**config.mk**
```make
export PLATFORM = sky130hd
export DESIGN_NAME = fifo_param
export DESIGN_NICKNAME = d
export VERILOG_FILES = /design/src/rtl/fifo_param.sv
export SDC_FILE = /design/constraint.sdc
export NUM_CORES = 1
export LEC_CHECK = 0
export ABC_AREA = 0
export ABC_CLOCK_PERIOD_IN_PS = 4000
export CAP_MARGIN = 20
export CELL_PAD_IN_SITES_DETAIL_PLACEMENT = 1
export CELL_PAD_IN_SITES_GLOBAL_PLACEMENT = 1
export CORE_MARGIN = 1.5
export CORE_UTILIZATION = 40
export DETAILED_ROUTE_END_ITERATION = 10
export GPL_ROUTABILITY_DRIVEN = 0
export PLACE_DENSITY = 0.67
export SYNTH_ARGS = -nofsm -noshare
export SYNTH_HDL_FRONTEND = slang
export SYNTH_SLANG_ARGS = --single-unit
```
**constraint.sdc**
```tcl
create_clock -name clk -period 4 [get_ports clk]
set_input_delay 0.4 -clock clk [delete_from_list [all_inputs] [get_ports clk]]
set_output_delay 0.4 -clock clk [all_outputs]
set_load 0.1 [all_outputs]
```
**src/rtl/fifo_param.sv**
```systemverilog
// Parametrised first-word-fall-through FIFO with occupancy count, threshold flags and sticky errors.
// Optional high-water mark on max_count when FIFO_WATERMARK_EN is defined.
module fifo_param #(
    parameter int DATA_WIDTH = 8,
    parameter int ADDR_WIDTH = 4,
    parameter int AF_THRESH  = 14,
    parameter int AE_THRESH  = 2
) (
    input  logic                  clk,
    input  logic                  rst_n,
    input  logic [DATA_WIDTH-1:0] wdata,
    input  logic                  wr,
    output logic                  full,
    output logic                  almost_full,
    input  logic                  rd,
    output logic [DATA_WIDTH-1:0] rdata,
    output logic                  empty,
    output logic                  almost_empty,
    output logic [ADDR_WIDTH:0]   count,
    output logic                  overflow,
    output logic                  underflow,
    input  logic                  clr_err,
    output logic [ADDR_WIDTH:0]   max_count
);

    localparam int AW    = ADDR_WIDTH;
    localparam int CW    = ADDR_WIDTH + 1;
    localparam int DEPTH = 1 << ADDR_WIDTH;

    localparam logic [CW-1:0] DEPTH_C = CW'(DEPTH);
    localparam logic [CW-1:0] AF_C    = CW'(AF_THRESH);
    localparam logic [CW-1:0] AE_C    = CW'(AE_THRESH);

    logic [DATA_WIDTH-1:0] mem [DEPTH];
    logic [AW-1:0]         w_ptr;
    logic [AW-1:0]         r_ptr;
    logic [CW-1:0]         count_q;
    logic [CW-1:0]         count_nxt;
    logic                  wr_ok;
    logic                  rd_ok;
    logic                  overflow_q;
    logic                  underflow_q;

    // Flags come straight from the count register.
    assign empty        = (count_q == '0);
    assign full         = (count_q == DEPTH_C);
    assign almost_full  = (count_q >= AF_C);
    assign almost_empty = (count_q <= AE_C);
    assign count        = count_q;
    assign overflow     = overflow_q;
    assign underflow    = underflow_q;
    assign rdata        = mem[r_ptr];

    // A read on a full FIFO frees the slot the write lands in.
    assign wr_ok = wr & (~full | rd);
    assign rd_ok = rd & ~empty;

    always_comb begin
        count_nxt = count_q;
        case ({wr_ok, rd_ok})
            2'b10:   count_nxt = count_q + CW'(1);
            2'b01:   count_nxt = count_q - CW'(1);
            default: count_nxt = count_q;
        endcase
    end

    always_ff @(posedge clk) begin
        if (wr_ok) begin
            mem[w_ptr] <= wdata;
        end
    end

    always_ff @(posedge clk or negedge rst_n) begin
        if (!rst_n) begin
            w_ptr       <= '0;
            r_ptr       <= '0;
            count_q     <= '0;
            overflow_q  <= 1'b0;
            underflow_q <= 1'b0;
        end else begin
            if (wr_ok) begin
                w_ptr <= w_ptr + AW'(1);
            end
            if (rd_ok) begin
                r_ptr <= r_ptr + AW'(1);
            end
            count_q     <= count_nxt;
            // A new error in the same cycle as clr_err keeps the flag set.
            overflow_q  <= (wr & ~wr_ok) | (overflow_q & ~clr_err);
            underflow_q <= (rd & empty) | (underflow_q & ~clr_err);
        end
    end

`ifdef FIFO_WATERMARK_EN
    logic [CW-1:0] max_q;

    always_ff @(posedge clk or negedge rst_n) begin
        if (!rst_n) begin
            max_q <= '0;
        end else if (clr_err) begin
            max_q <= count_nxt;
        end else if (count_nxt > max_q) begin
            max_q <= count_nxt;
        end
    end

    assign max_count = max_q;
`else
    assign max_count = '0;
`endif

endmodule

```
== Yosys cells after proc, flatten, opt, wreduce, memory -nomap -nowiden ==
Memories as Yosys holds them, arrays and structs flattened.
Index checks and enable logic that the tools add are counted.

* Flip-flop bits (word level): 15
* RAM bits: 128
* Input bits: 13
* Memories: 1

* Add/subtract/negate cells: 4
* Order comparisons: 2
* Eq/ne operators: 3
* Mux-type cells: 3
* Bitwise operators: 13
* Reduce and logical (&&, ||, !) cells: 2

{| class="wikitable"
|+ Memories
! memory !! words !! bits a word !! rd ports !! clocked after memory_dff !! write ports !! RTL line !! RTL
|-
| mem || 16 || 8 || 1 || 0 || 1 || 34 || <nowiki>logic [DATA_WIDTH-1:0] mem [DEPTH];</nowiki>
|}

{| class="wikitable"
|+ Operators by type and width
! operator !! number
|-
| $pmux W5 S2 || 1
|-
| $add A4 B1 Y4 const B || 2
|-
| $and A1 B1 Y1 || 6
|-
| $add A5 B1 Y5 const B || 1
|-
| $eq A5 B5 Y1 const B || 1
|-
| $ge A5 B4 Y1 const B || 1
|-
| $le A5 B2 Y1 const B || 1
|-
| $logic_not A5 Y1 || 1
|-
| $sub A5 B1 Y5 const B || 1
|-
| $not A1 Y1 || 4
|-
| $or A1 B1 Y1 || 3
|-
| $eq A2 B1 Y1 const B || 1
|-
| $eq A2 B2 Y1 const B || 1
|-
| $mux W1 || 2
|-
| $reduce_bool A2 Y1 || 1
|}

== Logic depth before layout (Yosys ltp) ==
Gate-level depths: netlist of the first run.

* Word-level depth: 7
* Gate-level depth with buffers: 13

== Least setup slack after synthesis of the first run ==
OpenSTA, ideal clock, no wires.

* Path kind: register -> output
* From: register count_q[1], in the netlist count[1]
* To: output port almost_empty
* Data arrival time: 5.745 ns
* Path slack: -2.145 ns
* Cell stages (with the launch flop): 3
* Path buffers: 1
* Path through: dfrtp_1 clkbuf_1 a2111oi_0

* Cells in the longest elaborated chain, start to end: 1

{| class="wikitable"
|+ Ends and longest elaborated chain
! item !! RTL line !! RTL
|-
| from (decl) || 37 || <nowiki>logic [CW-1:0] count_q;</nowiki>
|-
| from (signal assigned) || 87 || <nowiki>count_q <= count_nxt;</nowiki>
|-
| $le A5 B2 Y1 || 48 || <nowiki>assign almost_empty = (count_q <= AE_C);</nowiki>
|-
| to (decl) || 18 || <nowiki>output logic almost_empty,</nowiki>
|}

No other way between the ends.

== Final worst setup path of the first run ==
* From: register count_q[0], in the netlist count[0]
* To: register count_q[4], in the netlist count[4]

* Cells in the longest elaborated chain, start to end: 6

{| class="wikitable"
|+ Ends and longest elaborated chain
! item !! RTL line !! RTL
|-
| $eq A5 B5 Y1 || 46 || <nowiki>assign full = (count_q == DEPTH_C);</nowiki>
|-
| $not A1 Y1 || 55 || <nowiki>assign wr_ok = wr & (~full | rd);</nowiki>
|-
| $or A1 B1 Y1 || 55 ||
|-
| $and A1 B1 Y1 || 55 ||
|-
| $eq A2 B1 Y1 / $eq A2 B2 Y1 (equally long branches) || 60 || <nowiki>case ({wr_ok, rd_ok})</nowiki>
|-
| $pmux W5 S2 / $reduce_bool A2 Y1 (equally long branches) || - ||
|}

Parallel ways exist; a longest one is shown, timed or not.
A chain may end at the register's enable or synchronous reset.

==> flow_metrics.py, run 1 <==
metrics = {
    "logic_synthesis": {
        "synth_flop_cell": "edfxtp_1",
        "async_flop_share_pct": 10.5,
        "synth.distinct_cells": 43,
        "netlist_top_cells_area": "edfxtp_1, mux4_2, dfrtp_1",
        "syn_area_um2": 5870,
        "synth_top_area_share_pct": 65.5,
        "synth_seq_cells": 143,
        "synth_enable_flop_cells": 128,
        "synth_commonest_cells": "edfxtp_1, mux4_2, a22oi_1, dfrtp_1, and2_1",
        "synth_seq_area_share_pct": 71.9,
        "synth_area_per_cell_um2": 18.9,
        "yosysMostFrequentCell": "edfxtp_1",
        "yosys_warnings": 0,
        "postSynthCellCount": 310,
        "yosys.area.top_type": "edfxtp_1",
    },
    "worst_setup_path": {
        "path_depth": 10,
        "path_cells": "or3_1 -> or3_4 -> nand2_2 -> ha_1 -> xor2_1 -> ha_1 -> o21ai_0 -> or4b_2 -> o311a_1 -> xnor2_1",
        "worst_setup_path_end_kind": "register",
        "path_common_cell": "ha_1",
        "crit_fanout": 10,
        "crit_slowest_cell": "or4b_2",
        "worstRegToRegCells": 10,
        "path_class": "register to register",
        "max_stage_delay_ps": 630,
        "cp.required_ps": 4300,
        "worstPathArrival_ps": 3760,
        "crit_buf_inv": 0,
        "start_kind": "register",
        "cp_top_family": "simple AND/OR/NAND/NOR gates",
    },
    "detailed_routing": {
        "first_iter_violations": 232,
        "wire_per_inst_um": 22.7,
        "route.detailed.drc": 0,
        "drtAntennaViolNets": 0,
        "via_per_inst": 5.36,
        "routed-via-count": 2899,
        "wl_mm": 12.3,
        "drt_first_pass_iters": 4,
    },
    "die": {
        "core_um2": 14400,
        "rows": 44,
        "fp.dieH_um": 124,
        "initial_utilization_pct": 40.7,
        "io-pin-count": 37,
        "die_area_um2": 15400,
        "die_x_um": 124,
    },
    "timing": {
        "finalHoldViolCount": 0,
        "period_minus_slack_ps": 3460,
        "post-route-period-util_pct": 86.5,
        "fmax_ghz": 0.289,
        "fin_setup_tns_ps": 0,
        "setup_viol": 0,
        "clock_skew_ps": 6.40,
        "hold_ws_ps": 402,
        "slew_headroom_pct": 34.3,
        "worst_slew_pin_slew_ps": 982,
        "slew_viol_final": 0,
        "rsz0062_at_grt": "no",
    },
    "cts": {
        "clk_latency_ps": 420,
        "cts_resized": 0,
        "cts_max_path_buffers": 2,
        "clk_pin_slew_ps": 60,
        "postCtsSetupBuffers": 0,
        "clock_sinks": 143,
        "hold_buffers": 0,
        "clk_root_buffer_cell": "clkbuf_16",
        "cts_tree": "yes",
        "htree_levels": 4,
        "cts_made_buffers": 17,
    },
    "grt": {
        "grt-ovfl-total": 0,
        "grt_max_degree": 36,
        "track_usage_pct": 17.7,
        "antenna_found_initial": 0,
        "grt_pass1_vias": 3125,
        "grt_first_pass_wirelength_mm": 18.6,
    },
    "job": {
        "maxCapViolations": 0,
    },
    "finish": {
        "design_area_um2": 6910,
        "antennaDiodeCount": 0,
        "nets": 366,
        "utilization_pct": 47.9,
        "drive_gt1_share_pct": 22.7,
        "area_growth_pct": 17.9,
    },
    "place": {
        "dp_hpwl_mm": 7.42,
        "io_buffers": 31,
        "dpl-instance-area_um2": 6320,
    },
    "run_status": {
        "outcome": "finished, final reports clean",
    },
    "worst_hold_path": {
        "min_path_type": "input port to asynchronous set/reset pin",
    },
}
[worst paths after layout]
path                       startpoint        end  slack [ps]
max                          count[0]   count[4]         540
min                             rst_n   count[2]         400
max reg2reg                  count[0]   count[4]         540
min reg2reg                 underflow  underflow         520
max in group asynchronous       rst_n   r_ptr[1]        3090
min in group clk            underflow  underflow         520
[worst register-to-register path, cell delays in order (launching register included)]
cell     delay, ps
dfrtp_1        480
or3_1          510
or3_4          420
nand2_2        120
ha_1           380
xor2_1         180
ha_1           200
o21ai_0        120
or4b_2         630
o311a_1        160
xnor2_1        130
[cell usage in the layout (no fill, tap or decap), types with 5 or more instances in the layout]
master	n
dfrtp_1	13
a22oi_1	16
xnor2_1	7
buf_4	9
mux4_2	32
edfxtp_1	128
clkdlybuf4s50_1	22
conb_1	5
clkbuf_16	17
and2_1	13
nand2_1	12
ha_1	9
[sequential cells by signal, indices dropped and copies added, names as in the netlist]
name       cells
mem          128
r_ptr          4
overflow       1
w_ptr          4
count          5
underflow      1
[layer usage]
| layer | GRT usage [%] | share of wire (%) | up-vias |
|---|---|---|---|
| met1 | 22.6 | 44 | 1505 |
| met4 | 7.32 | 2.2 | 0 |
| met2 | 28.4 | 51 | 74 |
| li1 | - | - | 1303 |
| met3 | 5.40 | 3.3 | 17 |
| met5 | 0 | 0 | - |
[final cells by class]
| class | count | area, µm² |
|---|---|---|
| clock buffers | 19 | 433 |
| multi-input cells | 146 | 1540 |
| repair buffers | 32 | 308 |
| fillers | 1349 | 7510 |
| clock inverters | 13 | 164 |
| flip-flops and latches | 143 | 4220 |
| well taps | 184 | 230 |
| inverters | 4 | 15.0 |
[cell families after synthesis]
group                      share of synthesized area [%]
other                                             0.0639
muxes                                               12.9
AOI/OAI and AO/OA                                   4.03
buffers and inverters                               2.15
xor gates and xnor gates                            1.64
DFF                                                 71.9
adders and majority gates                           1.92
and+or+nand+nor                                     5.42
[through the flow]
step / std cells / setup WS (ps)
floorplan: 314 / 56.5
global placement: 509 / 675
detailed placement: 509 / 542
CTS: 541 / 525
global route: 541 / 290
finish: 541 / 541
Power of run 1 is not shown: default switching activity piles up to over one toggle a cycle in this logic, so the estimate is an artifact.
==> inputs of run 2 (changes only) <==
--- a/config.mk
+++ b/config.mk
@@ -11,10 +11,10 @@
 export CELL_PAD_IN_SITES_DETAIL_PLACEMENT = 1
 export CELL_PAD_IN_SITES_GLOBAL_PLACEMENT = 1
 export CORE_MARGIN = 1.5
-export CORE_UTILIZATION = 40
+export CORE_UTILIZATION = 45
 export DETAILED_ROUTE_END_ITERATION = 10
 export GPL_ROUTABILITY_DRIVEN = 0
-export PLACE_DENSITY = 0.67
+export PLACE_DENSITY = 0.74
 export SYNTH_ARGS = -nofsm -noshare
 export SYNTH_HDL_FRONTEND = slang
 export SYNTH_SLANG_ARGS = --single-unit
==> flow_metrics.py, run 2 (same netlist as run 1, synthesis figures left out) <==
metrics = {
    "place": {
        "dp_hpwl_mm": 7.65,
        "dpl_worst_slack_ps": 599,
        "io_buffers": 31,
    },
    "timing": {
        "clock_skew_ps": 14.6,
        "fmax_ghz": 0.292,
        "finalHoldViolCount": 0,
        "period_minus_slack_ps": 3420,
        "fin_setup_tns_ps": 0,
        "rsz0062_at_grt": "no",
        "worst_slew_pin_slew_ps": 1060,
        "worst_slack_ps": 575,
        "slew_viol_final": 0,
        "setup_viol": 0,
        "slew_headroom_pct": 29.1,
        "post-route-period-util_pct": 85.6,
    },
    "detailed_routing": {
        "via_per_inst": 5.63,
        "wire_per_inst_um": 23.1,
        "routed-via-count": 2976,
        "wl_mm": 12.2,
        "route.detailed.drc": 0,
        "first_iter_violations": 262,
        "drtAntennaViolNets": 0,
        "drt_first_pass_iters": 4,
    },
    "grt": {
        "grt_max_degree": 23,
        "grt-ovfl-total": 0,
        "grt_pass1_vias": 3234,
        "grt_first_pass_wirelength_mm": 18.7,
        "track_usage_pct": 19.8,
        "antenna_found_initial": 0,
    },
    "cts": {
        "cts_max_path_buffers": 2,
        "clock_sinks": 143,
        "cts_resized": 0,
        "cts_made_buffers": 17,
        "htree_levels": 4,
        "postCtsSetupBuffers": 0,
        "hold_buffers": 0,
        "clk_latency_ps": 420,
        "clk_root_buffer_cell": "clkbuf_16",
        "clk_pin_slew_ps": 60,
        "cts_tree": "yes",
    },
    "finish": {
        "utilization_pct": 54.0,
        "antennaDiodeCount": 0,
        "final_cell_mix": "edfxtp_1, mux4_2, clkdlybuf4s50_1",
        "layout_commonest_cell": "edfxtp_1",
        "top_register": "mem",
        "nets": 367,
        "largest_register_ffs": 128,
        "area_growth_pct": 16.7,
        "drive_gt1_share_pct": 20.7,
    },
    "worst_setup_path": {
        "path_cells": "or3_1 -> or3_4 -> nand2_2 -> ha_1 -> xor2_1 -> ha_1 -> o21ai_0 -> or4b_2 -> o311a_1 -> xnor2_1",
        "worst_setup_path_end_kind": "register",
        "worstPathArrival_ps": 3710,
        "crit_fanout": 10,
        "crit_slowest_cell": "or4b_2",
        "cp-startpoint": "count[0]",
        "start_kind": "register",
        "cp.required_ps": 4290,
        "reg2reg_from": "count[0]",
        "path_class": "register to register",
        "max_stage_delay_ps": 620,
        "worstRegToRegCells": 10,
        "path_common_cell": "ha_1",
    },
    "worst_hold_path": {
        "min_path_type": "input port to asynchronous set/reset pin",
    },
    "die": {
        "die_area_um2": 13700,
        "fp.dieH_um": 117,
        "io-pin-count": 37,
        "core_um2": 12700,
        "rows": 41,
        "die_x_um": 117,
        "initial_utilization_pct": 46.3,
    },
    "job": {
        "maxCapViolations": 0,
    },
    "run_status": {
        "outcome": "finished, final reports clean",
    },
}
==> run 2: cell count changes in the layout (fill, tap and decap cells not counted), sizes merged <==
cell and change:
clkinv +3, buf +1, inv -2, clkbuf +1, clkinvlp -2, bufinv -1
==> run 2: worst paths after layout <==
check                           slack, ps        end
worst max-delay path                  580   count[4]
worst min-delay path                  430   w_ptr[1]
worst max register to register        580   count[4]
worst min register to register        520  underflow
max in group asynchronous            3050   r_ptr[0]
min in group clk                      520  underflow
==> run 2: cell type report <==
cell class	instances	area (µm²)
clock buffer	20	437
clock inverter	11	98.8
fill	1154	5830
inverter	4	15.0
multi-input combinational	146	1540
sequential	143	4220
tap	172	215
timing repair buffer	33	315
==> run 2: critical path: cells and delay by family, from the launching register on <==
family | cells | cell delay [ps]
compound gates | 2 | 270
xor+xnor | 2 | 310
fa+ha+maj | 2 | 600
flops | 1 | 470
simple gates | 4 | 1650
==> run 2: metrics by stage <==
| step | cell area [µm²] | cells | hold slack [ps] |
|---|---|---|---|
| floorplan | 5890 | 314 | 104 |
| global placement | 6310 | 498 | 501 |
| detailed placement | 6310 | 498 | 502 |
| CTS | 6840 | 529 | 447 |
| global route | 6840 | 529 | 493 |
| finish | 6840 | 529 | 425 |
==> run 2: metal layers <==
metal,track usage [%],wire length [µm],vias up
met2,32.9,6450,76
li1,-,-,1311
met4,7.15,129,0
met5,0,0,-
met3,5.20,592,14
met1,25.2,5070,1575
Power of run 2 is left out for the same reason.
